--- config.mk ---
export PLATFORM = sky130hd
export DESIGN_NAME = uart_rx_fifo_flat
export DESIGN_NICKNAME = d
export VERILOG_FILES = /design/src/rtl/uart_rx_fifo_if.sv /design/src/rtl/uart_rx_fifo.sv /design/src/flat_wrapper.sv
export SDC_FILE = /design/constraint.sdc
export NUM_CORES = 1
export LEC_CHECK = 0
export CAP_MARGIN = 10
export CORE_MARGIN = 2
export CORE_UTILIZATION = 50
export CTS_CLUSTER_SIZE = 12
export DETAILED_ROUTE_END_ITERATION = 6
export GPL_TIMING_DRIVEN = 0
export PLACE_DENSITY = 0.78
export SYNTH_ARGS = -nofsm -noshare
export SYNTH_HDL_FRONTEND = slang
export SYNTH_SLANG_ARGS = --single-unit
--- constraint.sdc ---
create_clock -name clk -period 2.1 [get_ports clk]
set_input_delay 0.315 -clock clk [delete_from_list [all_inputs] [get_ports clk]]
set_output_delay 0.315 -clock clk [all_outputs]
set_load 0.01 [all_outputs]
--- src/rtl/uart_rx_fifo_if.sv ---
// Register-interface side of the UART receive FIFO: byte capture, pop port,
// status and interrupt signals bundled for one connection.
interface uart_rx_fifo_if #(
  parameter int unsigned ADDR_W = 4
);
  logic              rx_end;
  logic [7:0]        rx_data;
  logic              rd_en;
  logic [7:0]        rd_data;
  logic              rd_valid;
  logic              flush;
  logic              ovr_clr;
  logic [ADDR_W:0]   thresh;
  logic              empty;
  logic              full;
  logic [ADDR_W:0]   level;
  logic              overrun;
  logic              irq;

  modport master (
    output rx_end, rx_data, rd_en, flush, ovr_clr, thresh,
    input  rd_data, rd_valid, empty, full, level, overrun, irq
  );

  modport slave (
    input  rx_end, rx_data, rd_en, flush, ovr_clr, thresh,
    output rd_data, rd_valid, empty, full, level, overrun, irq
  );
endinterface

--- src/rtl/uart_rx_fifo.sv ---
// UART receive byte FIFO with level, empty/full, sticky overrun and optional
// level/overrun interrupt (enabled by defining UART_RX_FIFO_IRQ_EN).
module uart_rx_fifo #(
  parameter int unsigned DEPTH  = 16,
  parameter int unsigned ADDR_W = 4
) (
  input logic           clk,
  input logic           reset,
  uart_rx_fifo_if.slave bus
);

  localparam int unsigned LVL_W = ADDR_W + 1;

  logic [7:0]        mem [DEPTH];
  logic [ADDR_W-1:0] wr_ptr;
  logic [ADDR_W-1:0] rd_ptr;
  logic [LVL_W-1:0]  level_q;
  logic [LVL_W-1:0]  level_next;
  logic              empty_q;
  logic              full_q;
  logic              overrun_q;
  logic              overrun_next;
  logic              irq_q;
  logic              irq_next;
  logic [7:0]        rd_data_q;
  logic              rd_valid_q;
  logic              wr_req;
  logic              rd_req;
  logic              do_wr;
  logic              do_rd;
  logic              ovr_set;

  // Flush masks both requests; a full write is accepted only if a pop frees the slot.
  always_comb begin
    wr_req       = 1'b0;
    rd_req       = 1'b0;
    do_wr        = 1'b0;
    do_rd        = 1'b0;
    ovr_set      = 1'b0;
    level_next   = level_q;
    overrun_next = overrun_q;

    wr_req  = bus.rx_end && !bus.flush;
    rd_req  = bus.rd_en && !bus.flush;
    do_rd   = rd_req && !empty_q;
    do_wr   = wr_req && (!full_q || do_rd);
    ovr_set = wr_req && full_q && !do_rd;

    if (bus.flush) begin
      level_next = '0;
    end else if (do_wr && !do_rd) begin
      level_next = level_q + LVL_W'(1);
    end else if (do_rd && !do_wr) begin
      level_next = level_q - LVL_W'(1);
    end

    overrun_next = ovr_set || (overrun_q && !bus.ovr_clr);
  end

`ifdef UART_RX_FIFO_IRQ_EN
  assign irq_next = ((bus.thresh != '0) && (level_next >= bus.thresh)) || overrun_next;
`else
  logic thresh_unused;
  assign thresh_unused = ^bus.thresh;
  assign irq_next      = 1'b0;
`endif

  // Pointers, level and status flags.
  always_ff @(posedge clk or posedge reset) begin
    if (reset) begin
      wr_ptr     <= '0;
      rd_ptr     <= '0;
      level_q    <= '0;
      empty_q    <= 1'b1;
      full_q     <= 1'b0;
      overrun_q  <= 1'b0;
      irq_q      <= 1'b0;
      rd_data_q  <= 8'h00;
      rd_valid_q <= 1'b0;
    end else begin
      if (bus.flush) begin
        wr_ptr <= '0;
        rd_ptr <= '0;
      end else begin
        if (do_wr) wr_ptr <= wr_ptr + ADDR_W'(1);
        if (do_rd) rd_ptr <= rd_ptr + ADDR_W'(1);
      end
      level_q    <= level_next;
      empty_q    <= (level_next == '0);
      full_q     <= (level_next == LVL_W'(DEPTH));
      overrun_q  <= overrun_next;
      irq_q      <= irq_next;
      rd_valid_q <= do_rd;
      if (do_rd) rd_data_q <= mem[rd_ptr];
    end
  end

  // Storage has no reset; a full read+write hits the same slot, old byte is read first.
  always_ff @(posedge clk) begin
    if (do_wr) mem[wr_ptr] <= bus.rx_data;
  end

  assign bus.rd_data  = rd_data_q;
  assign bus.rd_valid = rd_valid_q;
  assign bus.level    = level_q;
  assign bus.empty    = empty_q;
  assign bus.full     = full_q;
  assign bus.overrun  = overrun_q;
  assign bus.irq      = irq_q;

endmodule

--- src/flat_wrapper.sv ---
// flat-port wrapper written by rule: the top's interface ports become plain ports
module uart_rx_fifo_flat 
#(
  parameter int unsigned DEPTH  = 16,
  parameter int unsigned ADDR_W = 4
)
  (clk, reset, bus_rx_end, bus_rx_data, bus_rd_en, bus_flush, bus_ovr_clr, bus_thresh, bus_rd_data, bus_rd_valid, bus_empty, bus_full, bus_level, bus_overrun, bus_irq);
  uart_rx_fifo_if #(.ADDR_W(ADDR_W)) bus_i ();
  input logic clk;
  input logic reset;
  input wire logic [$bits(bus_i.rx_end)-1:0] bus_rx_end;
  input wire logic [$bits(bus_i.rx_data)-1:0] bus_rx_data;
  input wire logic [$bits(bus_i.rd_en)-1:0] bus_rd_en;
  input wire logic [$bits(bus_i.flush)-1:0] bus_flush;
  input wire logic [$bits(bus_i.ovr_clr)-1:0] bus_ovr_clr;
  input wire logic [$bits(bus_i.thresh)-1:0] bus_thresh;
  output wire logic [$bits(bus_i.rd_data)-1:0] bus_rd_data;
  output wire logic [$bits(bus_i.rd_valid)-1:0] bus_rd_valid;
  output wire logic [$bits(bus_i.empty)-1:0] bus_empty;
  output wire logic [$bits(bus_i.full)-1:0] bus_full;
  output wire logic [$bits(bus_i.level)-1:0] bus_level;
  output wire logic [$bits(bus_i.overrun)-1:0] bus_overrun;
  output wire logic [$bits(bus_i.irq)-1:0] bus_irq;
  assign bus_i.rx_end = bus_rx_end;
  assign bus_i.rx_data = bus_rx_data;
  assign bus_i.rd_en = bus_rd_en;
  assign bus_i.flush = bus_flush;
  assign bus_i.ovr_clr = bus_ovr_clr;
  assign bus_i.thresh = bus_thresh;
  assign bus_rd_data = bus_i.rd_data;
  assign bus_rd_valid = bus_i.rd_valid;
  assign bus_empty = bus_i.empty;
  assign bus_full = bus_i.full;
  assign bus_level = bus_i.level;
  assign bus_overrun = bus_i.overrun;
  assign bus_irq = bus_i.irq;
  uart_rx_fifo #(.DEPTH(DEPTH), .ADDR_W(ADDR_W)) u_core (.clk(clk), .reset(reset), .bus(bus_i));
endmodule
==> results.yml <==
timing:
  rsz0062_at_grt: "true"
  drv_slew: 0
  min_period_ns: 2.01
  timing.hold.ws_ns: 0.423
  final_hold_viol_count: 0
  finalClockSkew_ns: 0.00452
  slew_headroom_pct: 33.1
  post-route-period-util_pct: 95.7
  fmax_mhz: 498
  setup_viol: 0
  worst_pin_slew_ns: 1.00
  setup_slack_ns: 0.0908
worst_setup_path:
  cp.required_ns: 2.20
  r2r_start: "u_core.rd_ptr[0]"
  cp_max_fo: 8
  crit_path_start_kind: "primary input"
  crit_arrival_ns: 2.11
  rr_endpoint: "u_core.bus.rd_data[6]"
  r2r_cells: 6
  r2r_setup_slack_ns: 0.12
  crit_type: "primary input to flop"
  end_kind: "flop"
logic_synthesis:
  synth-seq-cells: 153
  syn_inst: 352
  synth_largest_area_cell: "edfxtp_1"
  syn_area_per_cell_um2: 17.9
  synth_area_um2: 6300
  ys_warn_count: 0
  synth_cell_type_count: 44
  synthTopCellsByCount: "128 x edfxtp_1, 24 x dfrtp_1, 23 x mux4_2"
  ys_seq_area_share_pct: 70.9
  synthMostInstantiatedCell: "edfxtp_1"
  synth_area_leaders: "edfxtp_1 61%, dfrtp_1 9.5%, mux4_2 8.2%"
  netlist.area_leader.share_pct: 61.0
  synth-edff-count: 128
  synthArstFlopShare_pct: 16.3
  synth_fp_nets: 378
  ys.flop_type: "edfxtp_1"
die:
  pin_count: 37
  die_h_um: 116
  core_um2: 12500
  die_w_um: 116
  rows: 41
  start_util_pct: 50.5
  dieArea_um2: 13500
placed_design:
  io_buffers: 30
  dp.cells: 554
  gp_congestion: 0.774
  dpl.hpwl_um: 7670
  dp_slack_ns: -0.663
clock_network:
  path_clk_slew_ns: 0.06
  h-tree-depth: 4
  clk_latency_ns: 0.42
  cts_tree: "yes"
  numCtsBuffers: 17
  cts_max_path_buffers: 2
  root_buffer: "clkbuf_16"
  clock-sinks: 153
outcome:
  status: "finished, final reports clean"
routing:
  wl_per_cell_um: 21.0
  firstDrtPassIters: 5
  drcViolationCount: 0
  drtIter0Drc: 301
  num_vias: 3332
  drt-total-wl_um: 12300
  ant_nets: 0
  vias_per_cell: 5.69
global_routing:
  grt_pass1_wl_um: 18500
  antenna_found_initial: 0
  grt_max_degree: 26
  grt_use_total_pct: 19.9
  grt_remaining_overflow: 0
  grt_pass1_vias: 3288
worst_hold_path:
  holdCritPathClass: "primary input to asynchronous set/reset pin"
finish:
  fin_util_pct: 59.7
  diodes: 0
  drive_gt1_share_pct: 24.9
  syn_to_final_growth_pct: 18.0
  layout.nets: 428
  stdcell_count: 586
flow_run:
  max_cap_violations: 0
pwr:
  vdd_drop_max_mv: 0.476
  power_density_nw_per_um2: 1040
  power_mw: 7.71
  p_leak_nw: 2.53
-- cell families after synthesis --
group,Yosys count,synth area share [%]
DFF,153,70.9
and+or+nand+nor,73,6.10
adders and majority gates,7,1.39
xor gates and xnor gates,8,1.11
AOI/OAI and AO/OA,32,2.90
buffers and inverters,28,2.48
other,1,0.0595
muxes,50,15.0
-- timing repair --
action / in CTS / in global routing
buffers inserted: 0 / 1
hold buffers: 0 / 0
cloned: 0 / 0
pin swaps: 0 / 1
resized for setup: 17 / 12
endpoints found under the setup margin: 109 / 102
-- worst max-delay path, cell delays in order --
cell             delay, ns
clkdlybuf4s50_1       0.50
nor2b_1               0.14
buf_2                 0.21
o21ai_1               0.15
nor4_1                0.38
and2_2                0.40
-- layout make-up --
| class | count | area [µm²] |
|---|---|---|
| Buffer | 20 | 134 |
| Clock buffer | 18 | 429 |
| Clock inverter | 13 | 131 |
| Fill cell | 889 | 5030 |
| Inverter | 8 | 30.0 |
| Multi-Input combinational cell | 171 | 1720 |
| Sequential cell | 153 | 4470 |
| Tap cell | 172 | 215 |
| Timing Repair Buffer | 31 | 308 |
-- routing by layer --
metal | global-route usage, % | wire [µm] | part of all wire, %
met5 | 0 | 0 | 0
met4 | 9.21 | 299 | 2.4
met3 | 5.40 | 814 | 6.6
met2 | 30.5 | 5930 | 48
met1 | 26.8 | 5230 | 43
-- flip-flops by register name (all words and copies together) (netlist names) --
| signal | count |
|---|---|
| u_core.bus.rd_valid | 1 |
| u_core.bus.rd_data | 8 |
| u_core.rd_ptr | 4 |
| u_core.bus.empty | 1 |
| u_core.mem | 128 |
| u_core.bus.overrun | 1 |
| u_core.bus.full | 1 |
| u_core.bus.level | 5 |
| u_core.wr_ptr | 4 |
-- cells in the final DEF (no fill, tap or decap), types with 2 or more instances in the layout --
cell type | Yosys | routed
nand2_1 | 22 | 22
clkbuf_16 | 0 | 17
mux4_2 | 23 | 23
nand3_1 | 2 | 2
o21ai_0 | 6 | 5
clkinv_2 | 0 | 4
ha_1 | 7 | 7
clkbuf_1 | 3 | 4
edfxtp_1 | 128 | 128
o21ai_1 | 12 | 13
nor3_1 | 5 | 5
buf_4 | 4 | 4
nand2b_1 | 3 | 3
clkdlybuf4s50_1 | 0 | 30
dfrtp_2 | 0 | 2
clkinvlp_4 | 0 | 4
clkinv_4 | 0 | 2
nand4_1 | 2 | 2
inv_1 | 8 | 8
bufinv_16 | 0 | 2
dfrtp_1 | 24 | 22
and2_4 | 0 | 3
nor2b_1 | 4 | 4
and2_2 | 0 | 9
buf_2 | 10 | 10
xor2_1 | 5 | 5
mux4_1 | 9 | 9
nor2_1 | 11 | 11
buf_6 | 1 | 2
and3_2 | 0 | 4
mux2i_1 | 9 | 8
a21oi_1 | 6 | 6
xnor2_1 | 3 | 3
mux2_2 | 9 | 9
-- how the worst max path moves through the flow --
stage,from,end,slack (ns),depth (start not counted)
after floorplan,u_core.bus.level[1],u_core.bus.full,0.23,6
after global placement,bus_rd_en,u_core.mem[5][7],-0.58,6
after detailed placement,bus_rd_en,u_core.mem[5][7],-0.66,6
after CTS,bus_rd_en,u_core.mem[11][0],-0.01,6
after global routing,bus_rd_en,u_core.mem[0][0],-0.04,6
final,bus_rd_en,u_core.mem[0][7],0.09,6
-- where the power goes --
| group | switching, mW | total, mW | internal, mW |
|---|---|---|---|
| combinational | 0.604 | 1.26 | 0.658 |
| sequential | 0.118 | 3.57 | 3.46 |
| clock | 1.15 | 2.88 | 1.73 |
-- stage by stage --
stage | area (µm²) | TNS (ns)
2_1_floorplan | 6300 | 0
3_3_place_gp | 6820 | -57.30
3_5_place_dp | 6820 | -67.49
4_1_cts | 7410 | -0.132
5_1_grt | 7440 | -0.879
6_report | 7440 | 0
Power figures use the tool's default switching activity.
